<file path="src/rtl/axi_lite_master_arbiter.sv">
// axi_lite_master_arbiter
// Shares one AXI4-Lite master port between two simple requesters. One
// transaction is outstanding at a time; results are kept per requester.
// Optional build macro: AXI_ARB_FIXED_PRIO_EN -- when defined, requester 0
// always wins a tie; when undefined, ties are resolved round-robin.
module axi_lite_master_arbiter #(
  parameter int C_ADDR_WIDTH = 32,
  parameter int C_DATA_WIDTH = 32
) (
  input  logic                      M_AXI_LITE_ACLK,
  input  logic                      M_AXI_LITE_ARESET,
  // requester 0
  input  logic                      REQ0_VALID,
  output logic                      REQ0_READY,
  input  logic                      REQ0_WE,
  input  logic [C_ADDR_WIDTH-1:0]   REQ0_ADDR,
  input  logic [C_DATA_WIDTH-1:0]   REQ0_WDATA,
  input  logic [C_DATA_WIDTH/8-1:0] REQ0_WSTRB,
  output logic                      REQ0_DONE,
  output logic [C_DATA_WIDTH-1:0]   REQ0_RDATA,
  output logic [1:0]                REQ0_RESP,
  // requester 1
  input  logic                      REQ1_VALID,
  output logic                      REQ1_READY,
  input  logic                      REQ1_WE,
  input  logic [C_ADDR_WIDTH-1:0]   REQ1_ADDR,
  input  logic [C_DATA_WIDTH-1:0]   REQ1_WDATA,
  input  logic [C_DATA_WIDTH/8-1:0] REQ1_WSTRB,
  output logic                      REQ1_DONE,
  output logic [C_DATA_WIDTH-1:0]   REQ1_RDATA,
  output logic [1:0]                REQ1_RESP,
  // AXI4-Lite write address channel
  output logic [C_ADDR_WIDTH-1:0]   M_AXI_LITE_AWADDR,
  output logic [2:0]                M_AXI_LITE_AWPROT,
  output logic                      M_AXI_LITE_AWVALID,
  input  logic                      M_AXI_LITE_AWREADY,
  // AXI4-Lite write data channel
  output logic [C_DATA_WIDTH-1:0]   M_AXI_LITE_WDATA,
  output logic [C_DATA_WIDTH/8-1:0] M_AXI_LITE_WSTRB,
  output logic                      M_AXI_LITE_WVALID,
  input  logic                      M_AXI_LITE_WREADY,
  // AXI4-Lite write response channel
  input  logic [1:0]                M_AXI_LITE_BRESP,
  input  logic                      M_AXI_LITE_BVALID,
  output logic                      M_AXI_LITE_BREADY,
  // AXI4-Lite read address channel
  output logic [C_ADDR_WIDTH-1:0]   M_AXI_LITE_ARADDR,
  output logic [2:0]                M_AXI_LITE_ARPROT,
  output logic                      M_AXI_LITE_ARVALID,
  input  logic                      M_AXI_LITE_ARREADY,
  // AXI4-Lite read data channel
  input  logic [C_DATA_WIDTH-1:0]   M_AXI_LITE_RDATA,
  input  logic [1:0]                M_AXI_LITE_RRESP,
  input  logic                      M_AXI_LITE_RVALID,
  output logic                      M_AXI_LITE_RREADY,
  // status
  output logic                      BUSY,
  output logic                      GRANT
);

  typedef enum logic [2:0] {
    IDLE    = 3'd0,
    WR_REQ  = 3'd1,
    WR_RESP = 3'd2,
    RD_REQ  = 3'd3,
    RD_DATA = 3'd4,
    CMPL    = 3'd5
  } state_t;

  state_t state, next_state;

  logic                      winner;
  logic                      accept;
  logic                      sel_we;
  logic [C_ADDR_WIDTH-1:0]   sel_addr;
  logic [C_DATA_WIDTH-1:0]   sel_wdata;
  logic [C_DATA_WIDTH/8-1:0] sel_wstrb;

  logic [C_ADDR_WIDTH-1:0]   addr_q;
  logic [C_DATA_WIDTH-1:0]   wdata_q;
  logic [C_DATA_WIDTH/8-1:0] wstrb_q;
  logic                      grant_q;
  logic                      aw_done_q;
  logic                      w_done_q;
  logic [C_DATA_WIDTH-1:0]   rdata0_q;
  logic [C_DATA_WIDTH-1:0]   rdata1_q;
  logic [1:0]                resp0_q;
  logic [1:0]                resp1_q;

  logic aw_hs;
  logic w_hs;

`ifndef AXI_ARB_FIXED_PRIO_EN
  logic rr_prio_q;
`endif

  // Arbitration: a lone requester wins; a tie goes to the priority holder.
  always_comb begin
    winner = 1'b0;
    if (REQ0_VALID && REQ1_VALID) begin
`ifdef AXI_ARB_FIXED_PRIO_EN
      winner = 1'b0;
`else
      winner = rr_prio_q;
`endif
    end else if (REQ1_VALID) begin
      winner = 1'b1;
    end
  end

  assign accept    = (state == IDLE) && (REQ0_VALID || REQ1_VALID) && !M_AXI_LITE_ARESET;
  assign sel_we    = winner ? REQ1_WE    : REQ0_WE;
  assign sel_addr  = winner ? REQ1_ADDR  : REQ0_ADDR;
  assign sel_wdata = winner ? REQ1_WDATA : REQ0_WDATA;
  assign sel_wstrb = winner ? REQ1_WSTRB : REQ0_WSTRB;

  assign aw_hs = M_AXI_LITE_AWVALID && M_AXI_LITE_AWREADY;
  assign w_hs  = M_AXI_LITE_WVALID  && M_AXI_LITE_WREADY;

  // State register; reset abandons any transaction in flight.
  always_ff @(posedge M_AXI_LITE_ACLK or posedge M_AXI_LITE_ARESET) begin
    if (M_AXI_LITE_ARESET) begin
      state <= IDLE;
    end else begin
      state <= next_state;
    end
  end

  // Next-state logic: walk the AXI channels for the accepted transaction.
  always_comb begin
    next_state = state;
    unique case (state)
      IDLE:    if (accept) next_state = sel_we ? WR_REQ : RD_REQ;
      WR_REQ:  if ((aw_done_q || aw_hs) && (w_done_q || w_hs)) next_state = WR_RESP;
      WR_RESP: if (M_AXI_LITE_BVALID) next_state = CMPL;
      RD_REQ:  if (M_AXI_LITE_ARREADY) next_state = RD_DATA;
      RD_DATA: if (M_AXI_LITE_RVALID) next_state = CMPL;
      CMPL:    next_state = IDLE;
      default: next_state = IDLE;
    endcase
  end

  // Output decode from the current state and the per-channel completion flags.
  always_comb begin
    REQ0_READY         = accept && !winner;
    REQ1_READY         = accept && winner;
    REQ0_DONE          = (state == CMPL) && !grant_q;
    REQ1_DONE          = (state == CMPL) && grant_q;
    M_AXI_LITE_AWVALID = (state == WR_REQ) && !aw_done_q;
    M_AXI_LITE_WVALID  = (state == WR_REQ) && !w_done_q;
    M_AXI_LITE_BREADY  = (state == WR_RESP);
    M_AXI_LITE_ARVALID = (state == RD_REQ);
    M_AXI_LITE_RREADY  = (state == RD_DATA);
    BUSY               = (state != IDLE);
  end

  assign M_AXI_LITE_AWADDR = addr_q;
  assign M_AXI_LITE_ARADDR = addr_q;
  assign M_AXI_LITE_WDATA  = wdata_q;
  assign M_AXI_LITE_WSTRB  = wstrb_q;
  assign M_AXI_LITE_AWPROT = 3'b000;
  assign M_AXI_LITE_ARPROT = 3'b000;
  assign GRANT             = grant_q;
  assign REQ0_RDATA        = rdata0_q;
  assign REQ1_RDATA        = rdata1_q;
  assign REQ0_RESP         = resp0_q;
  assign REQ1_RESP         = resp1_q;

  // Latch the accepted request so the bus stays stable while the requester moves on.
  always_ff @(posedge M_AXI_LITE_ACLK or posedge M_AXI_LITE_ARESET) begin
    if (M_AXI_LITE_ARESET) begin
      addr_q    <= '0;
      wdata_q   <= '0;
      wstrb_q   <= '0;
      grant_q   <= 1'b0;
      aw_done_q <= 1'b0;
      w_done_q  <= 1'b0;
    end else begin
      if (accept) begin
        addr_q    <= sel_addr;
        wdata_q   <= sel_wdata;
        wstrb_q   <= sel_wstrb;
        grant_q   <= winner;
        aw_done_q <= 1'b0;
        w_done_q  <= 1'b0;
      end else begin
        if (aw_hs) aw_done_q <= 1'b1;
        if (w_hs)  w_done_q  <= 1'b1;
      end
    end
  end

  // Capture slave responses into the owner's result registers; writes leave read data alone.
  always_ff @(posedge M_AXI_LITE_ACLK or posedge M_AXI_LITE_ARESET) begin
    if (M_AXI_LITE_ARESET) begin
      rdata0_q <= '0;
      rdata1_q <= '0;
      resp0_q  <= 2'b00;
      resp1_q  <= 2'b00;
    end else if (state == WR_RESP && M_AXI_LITE_BVALID) begin
      if (grant_q) resp1_q <= M_AXI_LITE_BRESP;
      else         resp0_q <= M_AXI_LITE_BRESP;
    end else if (state == RD_DATA && M_AXI_LITE_RVALID) begin
      if (grant_q) begin
        rdata1_q <= M_AXI_LITE_RDATA;
        resp1_q  <= M_AXI_LITE_RRESP;
      end else begin
        rdata0_q <= M_AXI_LITE_RDATA;
        resp0_q  <= M_AXI_LITE_RRESP;
      end
    end
  end

`ifndef AXI_ARB_FIXED_PRIO_EN
  // Round-robin pointer: after every acceptance the other requester owns the next tie.
  always_ff @(posedge M_AXI_LITE_ACLK or posedge M_AXI_LITE_ARESET) begin
    if (M_AXI_LITE_ARESET) begin
      rr_prio_q <= 1'b0;
    end else if (accept) begin
      rr_prio_q <= !winner;
    end
  end
`endif

endmodule

</file>
<file path="config.mk">
export PLATFORM = sky130hd
export DESIGN_NAME = axi_lite_master_arbiter
export DESIGN_NICKNAME = d
export VERILOG_FILES = /design/src/rtl/axi_lite_master_arbiter.sv
export SDC_FILE = /design/constraint.sdc
export NUM_CORES = 1
export LEC_CHECK = 0
export ABC_AREA = 1
export CAP_MARGIN = 20
export CORE_AREA = 2 2 144 146
export CTS_BUF_LIST = sky130_fd_sc_hd__clkbuf_2
export CTS_CLUSTER_DIAMETER = 50
export CTS_CLUSTER_SIZE = 16
export DETAILED_ROUTE_END_ITERATION = 7
export DIE_AREA = 0 0 146 148
export PLACE_DENSITY_LB_ADDON = 0.1
export SETUP_SLACK_MARGIN = 0.3
export SLEW_MARGIN = 5
export SYNTH_ARGS = -nofsm -noshare
export SYNTH_HDL_FRONTEND = slang
export SYNTH_SLANG_ARGS = --single-unit
</file>
<file path="constraint.sdc">
create_clock -name M_AXI_LITE_ACLK -period 8.8 [get_ports M_AXI_LITE_ACLK]
set_input_delay 1.76 -clock M_AXI_LITE_ACLK [delete_from_list [all_inputs] [get_ports M_AXI_LITE_ACLK]]
set_output_delay 1.76 -clock M_AXI_LITE_ACLK [all_outputs]
set_load 0.01 [all_outputs]
</file>
-- Word level (Yosys, flattened, before mapping)
Index checks and enable logic that the tools add are counted.
Widths: inputs -> output; s select.
- bits in registers: 143
- output and inout bits: 185
- logic and storage cells: 85
- equal/unequal tests: 14
- muxes and demuxes: 25
- bitwise operators: 2
- reduce and logical (&&, ||, !) cells: 32
- operators by type and width (operator ; count):
    $mux 32 ; 2
    $mux 2 ; 9
    $ne 2x2->1 const B ; 8
    $mux 3 ; 5
    $pmux 3 s5 ; 1
    $logic_and 1x1->1 ; 14
    $reduce_and 3->1 ; 4
    $mux 1 ; 7
    $eq 3x2->1 const B ; 2
    $eq 3x3->1 const B ; 2
    $reduce_bool 2->1 ; 3
    $logic_not 1->1 ; 5
    $reduce_and 5->1 ; 1
    $mux 4 ; 1
    $eq 3x1->1 const B ; 1
    $logic_not 3->1 ; 1
    $logic_or 1x1->1 ; 3
    $reduce_bool 3->1 ; 1
    $ne 2x1->1 const B ; 1
    $not 1->1 ; 2

-- Depth between registers and ports, before layout
Gate-level depths: netlist (run 1).
- depth after elaboration: 7
- gate-level depth with buffers: 11
- mapped depth without buffers: 9

-- Least setup slack after synthesis (run 1)
Ideal clock, no wire load.
- path kind: input port to output port
- start: in M_AXI_LITE_ARESET
- end: out REQ0_READY
- data arrival time: 5726 ps
- required time: 7040 ps
- setup slack: 1314 ps
- stages on the path: 6
- buffers on the path: 1
- cell sequence: inv_1 > o21ai_1 > inv_1 > nand2_2 > a21oi_4 > buf_4
- word-level cells in the longest chain between the ends: 3
- RTL lines (item ; line ; RTL):
    from (decl) ; 11 ; input logic M_AXI_LITE_ARESET,
    $logic_not 1->1 (no line) ; n/a ;
    $logic_and 1x1->1 ; 111 ; assign accept = (state == IDLE) && (REQ0_VALID || REQ1_VALID) && !M_AXI_LITE_ARESET;
    $logic_and 1x1->1 ; 145 ; REQ0_READY = accept && !winner;
    to (decl) ; 14 ; output logic REQ0_READY,
No other way between the ends.

-- Worst setup path in the final report (run 1)
Ends and elaborated chain as after synthesis.

==> out/qor.txt, run 1 <==
Share of post-route cells with drive strength above 1 -> 4.80%
Worst slew pin tran -> 866 ps
Routability Congestion -> 0.784
Post_cts resized -> 0
Worst rel slew slack -> 42.1%
Die width -> 146 um
Final HPWL DP -> 15,400 um
Clk sinks -> 143
Yosys reg bits -> 143
Tot GR Track Use -> 20.3%
M2 GR Usage -> 33.6%
Via count -> 6,138
Max VDD drop -> 0.121 mV
Final layout net count -> 1,275
Final min period -> 5670 ps
Fin Setup TNS -> 0 ps
Number of global-route vias before repair -> 6,166
Gate Count Post-Synth -> 780
Crit path kind -> input pin to output pin
F_max -> 176 MHz
Run status -> finished, final reports clean
Floorplan row count -> 52
Combinational power share -> 50.9%
Setup violators final -> 0
Seq pwr share -> 36.7%
Hold Slack -> 508 ps
# IOs -> 368
Hold Buf Count CTS -> 0
CP top delay family -> buffers and inverters
Switching pwr -> 1190 uW
Total design power -> 3100 uW
Worst path max stage delay -> 550 ps
Count of buffer and inverter cells on the critical path -> 4
Met3 GRT Util -> 7.53%
Design Area, Final -> 10,200 um2
Routed len/inst -> 16.0 um
Dpl cells -> 1,343
# H-tree levels -> 4
CTS root buffer -> clkbuf_2
Post-synthesis sequential area ratio -> 55.9%
Final non-filler cell total -> 1,376
Starting density of the core -> 32.0%
Worst path cell trace -> clkdlybuf4s50_1 > inv_6 > o21ai_1 > inv_1 > nand2_2 > a21oi_4 > clkdlybuf4s50_1
Fill count -> 1,974
Max-slew violations -> 0
Crit path launch type -> input pin
Drt first pass iters -> 4
Net Sw Frac -> 38.4%
CTS Buf Count -> 17
First-pass GRT wire length -> 34,500 um
Post-synth top area share -> 55.9%
Clock latency at the later pin of the worst-skew pair -> 730 ps
Syn Area/Cell -> 8.21 um2
Final period utilization -> 64.5%
CTS tree -> built
Antenna violations before repair -> 3
Vias per cell -> 4.46
Worst min path class -> flop to flop
Most used cell, CP -> clkdlybuf4s50_1
Yosys cell types -> 19
Crit-path max FO -> 80
Setup repair bufs after CTS -> 0
Clk_skew -> 53.7 ps
Internal -> 1910 uW
Core area -> 20,000 um2
Worst Setup SP -> M_AXI_LITE_ARESET
Cell taking the most area after synthesis -> dfrtp_1
Synthesized area -> 6400 um2
CP endpoint kind -> output pin
DRC marker count from the first detailed-route iteration -> 276
Gr busiest metal -> met2
Synth area leaders -> dfrtp_1, nand2_1, nand3_1
DIE HEIGHT -> 148 um
Leak Pwr -> 0.00463 uW
Unrepaired setup endpoints after global routing -> false
CTS clock-pin slew for the worst setup and hold paths -> 200 ps
Largest net degree at the start of global routing -> 81
Clock power share -> 12.5%
DRC viols -> 0
Dpl cell area -> 9950 um2
Max Cap Viol -> 0
Remaining global-route overflow -> 0
Routing usage on met1 -> 25.3%
Crit path arrival time -> 3910 ps
Critical R2R Launch -> state[0]
Critical path data required time -> 7040 ps
Synth Warn # -> 0
Final Hold Vio Count -> 0
Total routed wirelength -> 22,000 um
Die area -> 21,600 um2
Hold path start -> REQ1_RDATA[5]
Area growth syn-to-layout -> 59.0%
Longest Clk Path Bufs -> 2
Pwr/cell area -> 304 nW/um2
IO buf count -> 361
Final ANT Viol Nets -> 0
Slowest-stage cell, CP -> clkdlybuf4s50_1
[kinds of logic (layout without fill, tap and decap cells)]
kind of cell / Yosys count / count (layout) / share of synthesized area, %
flip-flops: 143 / 143 / 55.9
AND/OR/NAND/NOR: 463 / 463 / 29.2
AO/OA/AOI/OAI: 76 / 76 / 6.12
buffers and inverters: 97 / 417 / 8.71
other: 1 / 7 / 0.0586
[layout make-up]
cell class              instances  area (um2)  share of cell area (%)
clock buffers                  17        85.1                   0.836
inverters                      16        65.1                   0.639
diodes                          1        2.50                  0.0246
well taps                     270         338                    3.32
clock inverters                15         149                    1.46
repair buffers                369        3670                    36.1
flip-flops and latches        143        3580                    35.1
multi-input cells             545        2290                    22.5
[per-stage QoR]
step                setup slack, ps  util [%]
detailed placement             3100      49.6
CTS                            3090      50.8
global placement               3100      49.6
finish                         3130      50.8
floorplan                      1310         -
global route                   2870      50.8
[state kept, by name, indices dropped and copies added (netlist names)]
name and cells:
state 3, aw_done_q 1, REQ1_RDATA 32, M_AXI_LITE_ARADDR 32
REQ1_RESP 2, REQ0_RDATA 32, M_AXI_LITE_WDATA 32, REQ0_RESP 2
w_done_q 1, M_AXI_LITE_WSTRB 4, GRANT 1, rr_prio_q 1
[cell usage after synthesis, drive strengths merged]
| library cell | n |
|---|---|
| inv | 16 |
| nand4 | 3 |
| conb | 1 |
| nand3 | 77 |
| nor2 | 14 |
| o21ai | 70 |
| a21oi | 6 |
| buf | 66 |
| nand2 | 369 |
| dfrtp | 143 |
| clkbuf | 15 |
[power by group through the flow]
stage | Sequential, uW | Combinational [uW] | Clock [uW]
finish | 1140 | 1580 | 386
floorplan | 1250 | 607 | 0
global route | 1180 | 1710 | 434
CTS | 1140 | 1600 | 404
global placement | 1150 | 1590 | 0
detailed placement | 1150 | 1600 | 0
[worst paths after layout]
path	endpoint	slack [ps]	depth (start not counted)
worst max-delay path	REQ0_READY	3130	7
worst min-delay path	REQ1_RDATA[5]	510	2
worst max register to register	REQ1_RDATA[5]	6570	8
worst min register to register	REQ1_RDATA[5]	510	2
max in group asynchronous	REQ1_RESP[1]	5880	3
min in group asynchronous	REQ1_RDATA[10]	1500	2
[worst min-delay path, delay by kind of cell, from the launching register on]
family | cells | cell delay, ps
AND/OR/NAND/NOR | 1 | 50
flip-flops | 1 | 380
AO/OA/AOI/OAI | 1 | 60
[layer usage]
metal	up-vias	wire, um
li1	3050	-
met1	2825	9140
met2	231	10700
met3	28	1840
met4	4	324
met5	-	27
[layout by cell type (no fill, tap or decap), drive strengths merged]
cell type and count:
a21oi 6, buf 8, bufinv 1, clkbuf 17, clkdlybuf4s50 361, clkinv 2
clkinvlp 3, conb 6, dfrtp 143, diode 1, inv 25, nand2 369
nand3 77, nand4 3, nor2 14, o21ai 70
Power figures use the tool's default switching activity.
==> run 2: changes to the inputs <==
==> constraint.sdc (replaced) <==
create_clock -name M_AXI_LITE_ACLK -period 5.79 [get_ports M_AXI_LITE_ACLK]
set_input_delay 1.158 -clock M_AXI_LITE_ACLK [delete_from_list [all_inputs] [get_ports M_AXI_LITE_ACLK]]
set_output_delay 1.158 -clock M_AXI_LITE_ACLK [all_outputs]
set_load 0.01 [all_outputs]
==> run 2 against run 1 <==
Against the previous run:
- register-to-register slack worse by 3000 ps
- die area stayed put
- sequential cell count stayed put
- first-iteration DRC count is 4.7% lower
- hold slack better by 2.8 ps
- critical endpoint unchanged
==> out/qor.txt, run 2 (same netlist as run 1, synthesis figures left out) <==
Largest net degree at the start of global routing -> 143 (was 81)
Final non-filler cell total -> 1,378 (was 1,376)
Die area -> 21,600 um2 (unchanged)
CP top delay family -> buffers and inverters (unchanged)
Die width -> 146 um (unchanged)
Finished Core Util -> 50.8% (about the same)
Worst R2R Path Depth -> 8 (unchanged)
Dpl cells -> 1,343 (unchanged)
Worst rel slew slack -> 42.1% (about the same)
# IOs -> 368 (unchanged)
First-pass GRT wire length -> 35,200 um (was 34,500 um)
Worst slew pin tran -> 867 ps (was 866 ps)
Unrepaired setup endpoints after global routing -> false (unchanged)
Remaining global-route overflow -> 0 (unchanged)
Post_cts resized -> 0 (unchanged)
Critical R2R Launch -> state[0] (unchanged)
Setup violators final -> 0 (unchanged)
IO buf count -> 361 (unchanged)
Max Cap Viol -> 0 (unchanged)
Worst path cell trace -> clkdlybuf4s50_1 > o21ai_1 > inv_1 > nand2_2 > a21oi_4 > clkdlybuf4s50_1 (was clkdlybuf4s50_1 > inv_6 > o21ai_1 > inv_1 > nand2_2 > a21oi_4 > clkdlybuf4s50_1)
Area growth syn-to-layout -> 59.1% (was 59.0%)
Sink of the worst hold path -> REQ1_RDATA[1] (was REQ1_RDATA[5])
Drt first pass iters -> 5 (was 4)
Number of global-route vias before repair -> 6,370 (was 6,166)
Via count -> 6,153 (was 6,138)
Leak Pwr -> 0.00463 uW (about the same)
DRC viols -> 0 (unchanged)
Fin Setup TNS -> 0 ps (unchanged)
Crit-path max FO -> 4 (was 80)
Most frequent cells in the layout -> nand2_1, clkdlybuf4s50_1, dfrtp_1 (unchanged)
Final HPWL DP -> 15,500 um (was 15,400 um)
Clk sinks -> 143 (unchanged)
Clock latency at the later pin of the worst-skew pair -> 730 ps (about the same)
Count of buffer and inverter cells on the critical path -> 3 (was 4)
Routability Congestion -> 0.832 (was 0.784)
Crit path launch type -> input pin (unchanged)
DIE HEIGHT -> 148 um (unchanged)
Slack of the critical path -> 1930 ps (was 3130 ps)
Longest Clk Path Bufs -> 2 (unchanged)
Max VDD drop -> 0.185 mV (was 0.121 mV)
Total routed wirelength -> 22,500 um (was 22,000 um)
Internal reg-to-reg setup slack -> 3560 ps (was 6570 ps)
Hold Buf Count CTS -> 0 (unchanged)
CP endpoint kind -> output pin (unchanged)
Run status -> finished, final reports clean (unchanged)
Fill count -> 2,023 (was 1,974)
Hold Crit Depth -> 2 (unchanged)
CTS Buf Count -> 17 (unchanged)
Max-slew violations -> 0 (unchanged)
Crit path kind -> input pin to output pin (unchanged)
Final Hold Vio Count -> 0 (unchanged)
DRC marker count from the first detailed-route iteration -> 263 (was 276)
CTS root buffer -> clkbuf_2 (unchanged)
Final layout net count -> 1,275 (unchanged)
Vias per cell -> 4.47 (was 4.46)
Worst Setup SP -> REQ1_VALID (was M_AXI_LITE_ARESET)
Crit path arrival time -> 2700 ps (was 3910 ps)
Final ANT Viol Nets -> 0 (unchanged)
CTS tree -> built (unchanged)
Placement Setup Slack -> 1930 ps (was 3100 ps)
Final min period -> 3860 ps
Critical path data required time -> 4630 ps (was 7040 ps)
Most used cell, CP -> clkdlybuf4s50_1 (unchanged)
Final period utilization -> 66.7%
Floorplan row count -> 52 (unchanged)
CTS clock-pin slew for the worst setup and hold paths -> 220 ps (was 200 ps)
Starting density of the core -> 32.0% (unchanged)
Share of post-route cells with drive strength above 1 -> 4.89% (was 4.80%)
FF-to-FF End -> REQ0_RDATA[1] (was REQ1_RDATA[5])
Worst path max stage delay -> 560 ps (was 550 ps)
F_max -> 259 MHz
Setup repair bufs after CTS -> 0 (unchanged)
Total design power -> 4710 uW (was 3100 uW)
Core area -> 20,000 um2 (unchanged)
Clk_skew -> 56.2 ps (was 53.7 ps)
Antenna violations before repair -> 3 (unchanged)
Slowest-stage cell, CP -> clkdlybuf4s50_1 (unchanged)
# H-tree levels -> 4 (unchanged)
Most common library cell in the layout ignoring fill and taps -> nand2_1 (unchanged)
Worst min path class -> flop to flop (unchanged)
Pwr/cell area -> 463 nW/um2 (was 304 nW/um2)
Hold path start -> REQ1_RDATA[1] (was REQ1_RDATA[5])
Routed len/inst -> 16.3 um (was 16.0 um)
Tot GR Track Use -> 21.0% (was 20.3%)
## run 2: final cells by class
cell class | instances | area, um2 | area share, %
clock buffer | 17 | 85.1 | 0.835
clock inverter | 15 | 139 | 1.36
multi-input combinational | 545 | 2290 | 22.5
timing repair buffer | 369 | 3690 | 36.2
sequential | 143 | 3580 | 35.1
tap | 270 | 338 | 3.32
antenna | 3 | 7.51 | 0.0737
inverter | 16 | 63.8 | 0.626
## run 2: per-layer routing
layer / vias up / track usage, % / wire length, um
li1: 3056 / - / -
met1: 2856 / 25.8 / 9350
met2: 220 / 35.1 / 11000
met3: 21 / 7.53 / 1830
met4: 0 / 5.83 / 354
met5: - / 0 / 0
## run 2: worst max path at each step
stage / to / depth (start not counted) / slack [ps]
after detailed placement: REQ0_READY / 7 / 1930
after global routing: REQ0_READY / 6 / 1840
final: REQ0_READY / 6 / 1930
after global placement: REQ0_READY / 7 / 1920
after CTS: REQ0_READY / 6 / 1920
after floorplan: REQ0_READY / 6 / 570
## run 2: worst reg2reg max path: cells and delay by family (launching register included)
| family | cells | cell delay, ps |
|---|---|---|
| buf+inv | 2 | 440 |
| flops | 1 | 530 |
| simple gates | 6 | 1240 |
## run 2: power by group
| part | leakage, uW | internal [uW] | switching [uW] |
|---|---|---|---|
| clock network | 0.000128 | 134 | 444 |
| registers | 0.00181 | 1440 | 278 |
| logic | 0.00269 | 1290 | 1120 |
## run 2: stage by stage
step	hold WS [ps]	cell area, um2
floorplan	481	6430
global placement	462	9960
detailed placement	468	9960
CTS	516	10200
global route	531	10200
finish	511	10200
==> run 3: changes to the inputs <==
==> constraint.sdc (replaced) <==
create_clock -name M_AXI_LITE_ACLK -period 3.6 [get_ports M_AXI_LITE_ACLK]
set_input_delay 0.72 -clock M_AXI_LITE_ACLK [delete_from_list [all_inputs] [get_ports M_AXI_LITE_ACLK]]
set_output_delay 0.72 -clock M_AXI_LITE_ACLK [all_outputs]
set_load 0.01 [all_outputs]
==> run 3 against run 2 <==
Against the previous run:
- via count increased by 0.85%
- clock skew down 26 ps
- sequential share of layout area decreased by 0.078 points
- global-route usage is 0.90 points lower
- final cell count up 0.22%
- power is 61% higher
- sequential power grew 61%
- clock-buffer cell count unchanged
- register-to-register slack worse by 2000 ps
- first-iteration DRC count up 21%
- die area did not move
- critical path type is now flop to output pin
- largest power group unchanged
==> out/qor.txt, run 3 (same netlist as run 1, synthesis figures left out) <==
Via count -> 6,205 (was 6,153)
Clk sinks -> 143 (unchanged)
Fill count -> 1,975 (was 2,023)
Final min period -> 3050 ps
Worst path max stage delay -> 620 ps (was 560 ps)
DRC viols -> 0 (unchanged)
Die width -> 146 um (unchanged)
Floorplan row count -> 52 (unchanged)
Longest Clk Path Bufs -> 2 (unchanged)
Vias per cell -> 4.49 (was 4.47)
Area growth syn-to-layout -> 59.5% (was 59.1%)
Largest net degree at the start of global routing -> 144 (was 143)
Run status -> finished, final reports clean (unchanged)
Worst min path class -> input pin to flop (was flop to flop)
Leak Pwr -> 0.00465 uW (was 0.00463 uW)
Finished Core Util -> 51.0% (was 50.8%)
F_max -> 328 MHz
Remaining global-route overflow -> 0 (unchanged)
CTS clock-pin slew for the worst setup and hold paths -> 260 ps (was 220 ps)
Starting density of the core -> 32.0% (unchanged)
# IOs -> 368 (unchanged)
CTS tree -> built (unchanged)
Max Cap Viol -> 0 (unchanged)
Total routed wirelength -> 22,000 um (was 22,500 um)
Tot GR Track Use -> 20.1% (was 21.0%)
Max-slew violations -> 0 (unchanged)
Worst slew pin tran -> 853 ps (was 867 ps)
Clock latency at the later pin of the worst-skew pair -> 720 ps (was 730 ps)
DRC marker count from the first detailed-route iteration -> 317 (was 263)
Slowest-stage cell, CP -> clkdlybuf4s50_1 (unchanged)
Unrepaired setup endpoints after global routing -> false (unchanged)
Routed len/inst -> 15.9 um (was 16.3 um)
CTS Buf Count -> 17 (unchanged)
Final layout net count -> 1,280 (was 1,275)
# H-tree levels -> 4 (unchanged)
First-pass GRT wire length -> 34,100 um (was 35,200 um)
Max VDD drop -> 0.264 mV (was 0.185 mV)
Share of post-route cells with drive strength above 1 -> 5.41% (was 4.89%)
Crit path kind -> flop to output pin (was input pin to output pin)
CTS root buffer -> clkbuf_2 (unchanged)
DIE HEIGHT -> 148 um (unchanged)
Crit-path max FO -> 6 (was 4)
Final period utilization -> 84.6%
Clk_skew -> 30.5 ps (was 56.2 ps)
Number of global-route vias before repair -> 6,082 (was 6,370)
Crit path launch type -> flop (was input pin)
Most frequent cells in the layout -> nand2_1, clkdlybuf4s50_1, dfrtp_1 (unchanged)
Fin Setup TNS -> 0 ps (unchanged)
Worst rel slew slack -> 43.2% (was 42.1%)
Setup violators final -> 0 (unchanged)
Critical path data required time -> 2880 ps (was 4630 ps)
Final ANT Viol Nets -> 0 (unchanged)
Pwr/cell area -> 741 nW/um2 (was 463 nW/um2)
Final Hold Vio Count -> 0 (unchanged)
Routability Congestion -> 0.775 (was 0.832)
Worst path cell trace -> inv_2 > nand2_1 > nor2_1 > clkdlybuf4s50_1 (was clkdlybuf4s50_1 > o21ai_1 > inv_1 > nand2_2 > a21oi_4 > clkdlybuf4s50_1)
Crit path arrival time -> 2330 ps (was 2700 ps)
Core area -> 20,000 um2 (unchanged)
CP endpoint kind -> output pin (unchanged)
CP top delay family -> buffers and inverters (unchanged)
Final HPWL DP -> 15,300 um (was 15,500 um)
IO buf count -> 361 (unchanged)
Count of buffer and inverter cells on the critical path -> 2 (was 3)
Die area -> 21,600 um2 (unchanged)
Drt first pass iters -> 5 (unchanged)
Most common library cell in the layout ignoring fill and taps -> nand2_1 (unchanged)
Antenna violations before repair -> 1 (was 3)
run 3: final cells by class:
| type | instances | area (um2) | share of cell area (%) |
|---|---|---|---|
| diodes | 1 | 2.50 | 0.0245 |
| clock buffers | 17 | 85.1 | 0.833 |
| clock inverters | 15 | 129 | 1.26 |
| inverters | 16 | 63.8 | 0.625 |
| multi-input cells | 545 | 2290 | 22.5 |
| flip-flops and latches | 143 | 3580 | 35.0 |
| well taps | 270 | 338 | 3.31 |
| repair buffers | 374 | 3720 | 36.5 |
run 3: worst reg2reg max path, cell delays in order, from the launching register on:
cell and delay, ps:
dfrtp_1 450, inv_2 120, nand2_2 90, nor2_4 180
nand2_4 100, a21oi_4 120, buf_4 620, nand2_1 200
nand3_1 110
run 3: through the flow:
| stage | instances | setup slack [ps] | hold slack [ps] | power [uW] | area (um2) |
|---|---|---|---|---|---|
| floorplan | 785 | -721 | 481 | 4560 | 6440 |
| global placement | 1344 | 560 | 462 | 6710 | 9970 |
| detailed placement | 1344 | 539 | 469 | 6740 | 9970 |
| CTS | 1376 | 345 | 407 | 7650 | 10200 |
| global route | 1381 | 342 | 393 | 8130 | 10200 |
| finish | 1381 | 555 | 499 | 7570 | 10200 |
run 3: routing by layer:
metal  vias to the layer above  routed length [um]  global-route usage [%]
met5                         -                   0                       0
met4                         0                 317                    5.39
met3                        23                1770                    6.30
met2                       239               10800                    33.0
met1                      2879                9110                    25.9
li1                       3064                   -                       -
run 3: worst paths after layout:
path	startpoint	to	slack, ps	depth (start not counted)
max in group asynchronous	M_AXI_LITE_ARESET	GRANT	2360	3
min reg2reg	REQ1_RDATA[29]	REQ1_RDATA[29]	510	2
max reg2reg	state[1]	M_AXI_LITE_ARADDR[6]	1590	8
max	state[2]	M_AXI_LITE_BREADY	550	4
min	REQ0_WDATA[28]	M_AXI_LITE_WDATA[28]	500	3
min in group asynchronous	M_AXI_LITE_ARESET	state[0]	550	3
run 3: what timing repair did:
item / 4_1_cts / 5_1_grt
gates resized for setup: 0 / 1
setup endpoints to repair: 0 / 2
hold buffers: 0 / 0
buffers inserted: 0 / 4
run 3: report_power, final:
group	internal, uW	switching, uW	total [uW]
registers	2310	452	2770
clock network	203	687	891
logic	2110	1810	3920
total	4630	2950	7570
